File: src/rtl/i2c_byte_engine_if.sv
// Command/response and open-drain bus bundle for the I2C byte engine.
// Handshake: a command transfers on a clock edge where cmd_valid and cmd_ready are both high; cmd_ready is high only while idle.
interface i2c_byte_engine_if;
  logic [2:0] cmd;
  logic       cmd_valid;
  logic       cmd_ready;
  logic [7:0] tx_data;
  logic       tx_nack;
  logic       scl_in;
  logic       sda_in;
  logic       scl_oe;
  logic       sda_oe;
  logic [7:0] rx_data;
  logic       rx_ack;
  logic       done;
  logic       busy;
  logic [2:0] fsm_state;

  modport master (
    input  cmd, cmd_valid, tx_data, tx_nack, scl_in, sda_in,
    output cmd_ready, scl_oe, sda_oe, rx_data, rx_ack, done, busy, fsm_state
  );

  modport slave (
    output cmd, cmd_valid, tx_data, tx_nack, scl_in, sda_in,
    input  cmd_ready, scl_oe, sda_oe, rx_data, rx_ack, done, busy, fsm_state
  );
endinterface

File: src/rtl/i2c_byte_engine.sv
// I2C master bit engine: START, STOP, byte WRITE and byte READ, four TICK phases per SCL bit.
// Open-drain enables are registered so they hold their last level while idle.
module i2c_byte_engine #(
  parameter bit STRETCH = 1'b1
) (
  input logic          clk_in,
  input logic          rst,
  input logic          tick,
  i2c_byte_engine_if.master bus
);

  // Encoding matches the command codes so acceptance is a direct cast.
  typedef enum logic [2:0] {
    S_IDLE  = 3'd0,
    S_START = 3'd1,
    S_STOP  = 3'd2,
    S_WRITE = 3'd3,
    S_READ  = 3'd4
  } state_t;

  state_t     state, state_nxt;
  logic [1:0] phase, phase_nxt;
  logic [3:0] bit_cnt, bit_nxt;
  logic [7:0] tx_q, rx_shift, rx_q;
  logic       nack_q, rx_ack_q, done_q, done_nxt;
  logic       scl_q, sda_q, scl_nxt, sda_nxt;
  logic       cmd_ok, accept, advance, final_bit, ending;
  logic [7:0] tx_cur;
  logic       nack_cur, tx_bit;

  assign cmd_ok    = (bus.cmd >= 3'd1) && (bus.cmd <= 3'd4);
  assign accept    = (state == S_IDLE) && bus.cmd_valid && cmd_ok;
  // A released SCL still read low means the slave is stretching the clock.
  assign advance   = (state != S_IDLE) && tick &&
                     !(STRETCH && (phase == 2'd1) && !bus.scl_in);
  assign final_bit = (state == S_START) || (state == S_STOP) || (bit_cnt == 4'd8);
  assign ending    = advance && (phase == 2'd3) && final_bit;

  always_ff @(posedge clk_in) begin
    if (rst) begin
      state   <= S_IDLE;
      phase   <= 2'd0;
      bit_cnt <= 4'd0;
      done_q  <= 1'b0;
      scl_q   <= 1'b0;
      sda_q   <= 1'b0;
    end else begin
      state   <= state_nxt;
      phase   <= phase_nxt;
      bit_cnt <= bit_nxt;
      done_q  <= done_nxt;
      scl_q   <= scl_nxt;
      sda_q   <= sda_nxt;
    end
  end

  always_comb begin
    state_nxt = state;
    phase_nxt = phase;
    bit_nxt   = bit_cnt;
    done_nxt  = 1'b0;
    if (accept) begin
      state_nxt = state_t'(bus.cmd);
      phase_nxt = 2'd0;
      bit_nxt   = 4'd0;
    end else if (advance) begin
      if (phase == 2'd3) begin
        phase_nxt = 2'd0;
        if (final_bit) begin
          state_nxt = S_IDLE;
          bit_nxt   = 4'd0;
          done_nxt  = 1'b1;
        end else begin
          bit_nxt = bit_cnt + 4'd1;
        end
      end else begin
        phase_nxt = phase + 2'd1;
      end
    end
  end

  // Bus levels are computed for the upcoming state/phase and then registered.
  always_comb begin
    tx_cur   = accept ? bus.tx_data : tx_q;
    nack_cur = accept ? bus.tx_nack : nack_q;
    tx_bit   = tx_cur[3'(4'd7 - bit_nxt)];
    scl_nxt  = scl_q;
    sda_nxt  = sda_q;
    case (state_nxt)
      S_IDLE: begin
        // Data commands finish with both lines held low, ready for a STOP or repeated START.
        if ((state == S_WRITE) || (state == S_READ)) begin
          scl_nxt = 1'b1;
          sda_nxt = 1'b1;
        end
      end
      S_START: begin
        scl_nxt = (phase_nxt == 2'd3);
        sda_nxt = phase_nxt[1];
      end
      S_STOP: begin
        scl_nxt = (phase_nxt == 2'd0);
        sda_nxt = !phase_nxt[1];
      end
      S_WRITE: begin
        scl_nxt = (phase_nxt == 2'd0) || (phase_nxt == 2'd3);
        sda_nxt = (bit_nxt < 4'd8) ? ~tx_bit : 1'b0;
      end
      S_READ: begin
        scl_nxt = (phase_nxt == 2'd0) || (phase_nxt == 2'd3);
        sda_nxt = (bit_nxt == 4'd8) ? ~nack_cur : 1'b0;
      end
      default: begin
        scl_nxt = scl_q;
        sda_nxt = sda_q;
      end
    endcase
  end

  always_ff @(posedge clk_in) begin
    if (rst) begin
      tx_q     <= 8'h00;
      nack_q   <= 1'b0;
      rx_shift <= 8'h00;
      rx_q     <= 8'h00;
      rx_ack_q <= 1'b0;
    end else begin
      if (accept) begin
        tx_q   <= bus.tx_data;
        nack_q <= bus.tx_nack;
      end
      if (advance && (phase == 2'd2)) begin
        if ((state == S_WRITE) && (bit_cnt == 4'd8))
          rx_ack_q <= bus.sda_in;
        if ((state == S_READ) && (bit_cnt < 4'd8))
          rx_shift <= {rx_shift[6:0], bus.sda_in};
      end
      if (ending && (state == S_READ))
        rx_q <= rx_shift;
    end
  end

  assign bus.cmd_ready = (state == S_IDLE);
  assign bus.busy      = (state != S_IDLE);
  assign bus.scl_oe    = scl_q;
  assign bus.sda_oe    = sda_q;
  assign bus.rx_data   = rx_q;
  assign bus.rx_ack    = rx_ack_q;
  assign bus.done      = done_q;
  assign bus.fsm_state = state;

endmodule

File: src/flat_wrapper.sv
// flat-port wrapper written by rule: the top's interface ports become plain ports
module i2c_byte_engine_flat 
#(
  parameter bit STRETCH = 1'b1
)
  (clk_in, rst, tick, bus_cmd, bus_cmd_valid, bus_tx_data, bus_tx_nack, bus_scl_in, bus_sda_in, bus_cmd_ready, bus_scl_oe, bus_sda_oe, bus_rx_data, bus_rx_ack, bus_done, bus_busy, bus_fsm_state);
  i2c_byte_engine_if bus_i ();
  input logic clk_in;
  input logic rst;
  input logic tick;
  input wire logic [$bits(bus_i.cmd)-1:0] bus_cmd;
  input wire logic [$bits(bus_i.cmd_valid)-1:0] bus_cmd_valid;
  input wire logic [$bits(bus_i.tx_data)-1:0] bus_tx_data;
  input wire logic [$bits(bus_i.tx_nack)-1:0] bus_tx_nack;
  input wire logic [$bits(bus_i.scl_in)-1:0] bus_scl_in;
  input wire logic [$bits(bus_i.sda_in)-1:0] bus_sda_in;
  output wire logic [$bits(bus_i.cmd_ready)-1:0] bus_cmd_ready;
  output wire logic [$bits(bus_i.scl_oe)-1:0] bus_scl_oe;
  output wire logic [$bits(bus_i.sda_oe)-1:0] bus_sda_oe;
  output wire logic [$bits(bus_i.rx_data)-1:0] bus_rx_data;
  output wire logic [$bits(bus_i.rx_ack)-1:0] bus_rx_ack;
  output wire logic [$bits(bus_i.done)-1:0] bus_done;
  output wire logic [$bits(bus_i.busy)-1:0] bus_busy;
  output wire logic [$bits(bus_i.fsm_state)-1:0] bus_fsm_state;
  assign bus_i.cmd = bus_cmd;
  assign bus_i.cmd_valid = bus_cmd_valid;
  assign bus_i.tx_data = bus_tx_data;
  assign bus_i.tx_nack = bus_tx_nack;
  assign bus_i.scl_in = bus_scl_in;
  assign bus_i.sda_in = bus_sda_in;
  assign bus_cmd_ready = bus_i.cmd_ready;
  assign bus_scl_oe = bus_i.scl_oe;
  assign bus_sda_oe = bus_i.sda_oe;
  assign bus_rx_data = bus_i.rx_data;
  assign bus_rx_ack = bus_i.rx_ack;
  assign bus_done = bus_i.done;
  assign bus_busy = bus_i.busy;
  assign bus_fsm_state = bus_i.fsm_state;
  i2c_byte_engine #(.STRETCH(STRETCH)) u_core (.clk_in(clk_in), .rst(rst), .tick(tick), .bus(bus_i));
endmodule
File: config.mk
export PLATFORM = sky130hd
export DESIGN_NAME = i2c_byte_engine_flat
export DESIGN_NICKNAME = d
export VERILOG_FILES = /design/src/rtl/i2c_byte_engine_if.sv /design/src/rtl/i2c_byte_engine.sv /design/src/flat_wrapper.sv
export SDC_FILE = /design/constraint.sdc
export NUM_CORES = 1
export LEC_CHECK = 0
export CORE_UTILIZATION = 47
export CTS_CLUSTER_DIAMETER = 60
export DETAILED_ROUTE_END_ITERATION = 10
export GPL_ROUTABILITY_DRIVEN = 0
export HOLD_SLACK_MARGIN = 0.1
export PLACE_DENSITY_LB_ADDON = 0.2
export SLEW_MARGIN = 20
export SYNTH_ARGS = -nofsm -noshare
export SYNTH_HDL_FRONTEND = slang
export SYNTH_SLANG_ARGS = --single-unit
File: constraint.sdc
create_clock -name clk_in -period 2.3 [get_ports clk_in]
set_clock_uncertainty 0.15 [all_clocks]
set_input_delay 0.23 -clock clk_in [delete_from_list [all_inputs] [get_ports clk_in]]
set_output_delay 0.23 -clock clk_in [all_outputs]
set_load 0.05 [all_outputs]
==> results.toml <==
[floorplan]
ioPinCount = 35
start_util_pct = 51.0
core.rowCount = 22
die_x_um = 66.2
dieHeight_um = 66.2
coreArea_um2 = 3800
dieArea_um2 = 4380

[yosys]
synthArstFlopShare_pct = 0
synth.avg_cell_area_um2 = 9.23
yosysSeqAreaShare_pct = 39.3
synth-edff-count = 0
synth-xor-area-share_pct = 1.81
ys_ff_latch = 38
synth.area.mux_share_pct = 18.9
synth_warnings = 0
netlist_area_um2 = 1940
synth_fa_ha_area_share_pct = 4.52
yosys.area_share.simple_pct = 19.6
synth_top_family_by_area = "simple AND/OR/NAND/NOR gates"
syn_inst = 210
synth.distinct_cells = 46
synth_compound_area_share_pct = 12.0
synth-main-ff-cell = "dfxtp_1"
syn-num-nets = 235

[clock_tree]
cts_tree = "done"
cts_buffers = 5
cts-root-buf = "clkbuf_8"
clk_latency_ps = 280
clkTransAtPathRegs_ps = 70
htree_levels = 2
cts_buffer_depth = 2
ctsHoldBuffers = 0
cts_sinks = 38

[setup_path]
cp-end-kind = "flop"
worstPathArrival_ps = 2300
path_class = "reg -> reg"
critPathMaxFanout = 4
critical_path_required_ps = 2360
ff2ff_path_depth = 7
cp-start-kind = "flop"

[place]
io_buffers = 34
place_hpwl_mm = 3.22
placed_area_um2 = 2630
dp.cells = 319

[grt]
grt_max_degree = 35
first_global_vias = 1642
antenna_found_initial = 0
grt_pass1_wl_mm = 7.17
grt_usage_pct = 21.4
grt-ovfl-total = 0

[drt]
wire_per_inst_um = 13.4
dr.pass1.iters = 4
vias = 1745
drc_errors = 0
ant_nets = 0
viasPerCell = 5.26
dr.first_iter.drc_count = 70
wl_mm = 4.45

[pwr]
vdd_drop_max_mv = 0.525
p_leak_nw = 1.16
power.density_nw_per_um2 = 604

[cells_and_area]
fin_util_pct = 75.5
n_fill_cell = 276
drive_above_1_share_pct = 30.6
diodes = 0
layout.cells.non_filler = 332
final_area_um2 = 2870
syn_to_final_growth_pct = 47.9
fin_nets = 308

[timing]
period_share_pct = 97.4
rsz0062_at_grt = "true"
worst_pin_slew_ps = 505
finalHoldViolations = 0
fmaxAchievable_ghz = 0.446
relSlewSlack_pct = 66.2
setup_viol = 0
period_needed_ps = 2240
slew_viol_final = 0

[min_path]
hp-class = "reg -> reg"
hold_path_depth = 2

[run]
drv_cap = 0

[run_status]
status = "finished clean"
==> routing by layer <==
metal  track usage (%)  wire, µm
met5                 0         0
met4              5.59        38
met3              4.14       192
met2              36.9      2130
met1              27.2      2090
==> final timing paths <==
check | from | end | slack (ps)
setup / recovery | u_core.bus.fsm_state[1] | u_core.bus.sda_oe | 60
hold / removal | u_core.bus.rx_data[7] | u_core.bus.rx_data[7] | 350
setup reg to reg | u_core.bus.fsm_state[1] | u_core.bus.sda_oe | 60
hold reg to reg | u_core.bus.rx_data[7] | u_core.bus.rx_data[7] | 350
==> sequential cells by signal, indices dropped and copies added (netlist names) <==
name / count
u_core.bit_cnt: 4
u_core.bus.rx_data: 8
u_core.bus.sda_oe: 1
u_core.bus.fsm_state: 3
u_core.bus.rx_ack: 1
u_core.nack_q: 1
u_core.rx_shift: 8
u_core.bus.done: 1
u_core.tx_q: 8
u_core.bus.scl_oe: 1
u_core.phase: 2
==> Yosys cell counts (2+ instances only) <==
cell      instances  area, µm²
nand3b_1          3       22.5
nor2_1           39        146
clkbuf_1          5       18.8
mux4_2            2       45.0
o211a_1           2       20.0
a21oi_1           6       30.0
nand3_1           2       10.0
xor2_1            2       17.5
nand2b_1          2       12.5
dfxtp_1          38        761
nand2_1          13       48.8
or2_2             2       12.5
a221oi_1          2       17.5
o21ba_2           2       20.0
inv_1             7       26.3
xnor2_1           2       17.5
ha_1              7       87.6
o21ai_0           4       20.0
buf_2             5       25.0
nor3_1            7       35.0
mux2i_1          31        310
or3_1             2       12.5
a31oi_1           2       12.5
==> area by class of cell <==
type	instances	area (µm²)	share of cell area, %
multi-input cells	154	1230	43.0
flip-flops and latches	38	774	27.0
clock inverters	2	11.3	0.393
well taps	48	60.1	2.10
inverters	8	37.5	1.31
clock buffers	6	82.6	2.88
repair buffers	76	669	23.4
==> kinds of logic after synthesis <==
kind of cell,Yosys count
AO/OA/AOI/OAI,30
XOR/XNOR,4
adder cells (fa/ha/maj),7
buffers and inverters,18
flip-flops,38
multiplexers,34
AND/OR/NAND/NOR,79
==> report_power, final <==
group	switching (mW)	internal [mW]	total [mW]
sequential	0.0202	0.688	0.708
combinational	0.294	0.259	0.553
clock	0.230	0.242	0.472
total	0.544	1.19	1.73
==> placed cells by master, fill, tap and decap left out, types with 5 or more instances in the layout <==
master and count:
a21oi_1 5, clkdlybuf4s50_1 33, buf_4 41, clkbuf_8 6, dfxtp_1 33, nor3_1 7, inv_1 5, mux2i_1 29
nand2_1 12, nor2_1 39
==> metrics by stage <==
stage / setup WS [ps] / hold WS (ps) / setup TNS, ps / power (mW)
final: 59.5 / 348 / 0 / 1.73
after global routing: -94.6 / 403 / -115 / 1.81
after CTS: -6.43 / 354 / -7.90 / 1.69
after detailed placement: -199 / 337 / -354 / 1.22
after global placement: -142 / 329 / -321 / 1.21
after floorplan: -204 / 154 / -354 / 1.03
==> worst max-delay path, stage by stage (launching register included) <==
cell       delay, ps
dfxtp_4          340
or3_4            440
and3_4           190
a211o_1          360
mux2i_2          190
a2111oi_4        320
a41oi_2           60
o211ai_1         110
==> repair_timing <==
action                                  CTS  global route
endpoints found under the setup margin    2             2
gates resized for setup                   1            21
pin swaps                                 1             6
buffers inserted                          0             5
Note: power is estimated with default switching activity, not from simulation.
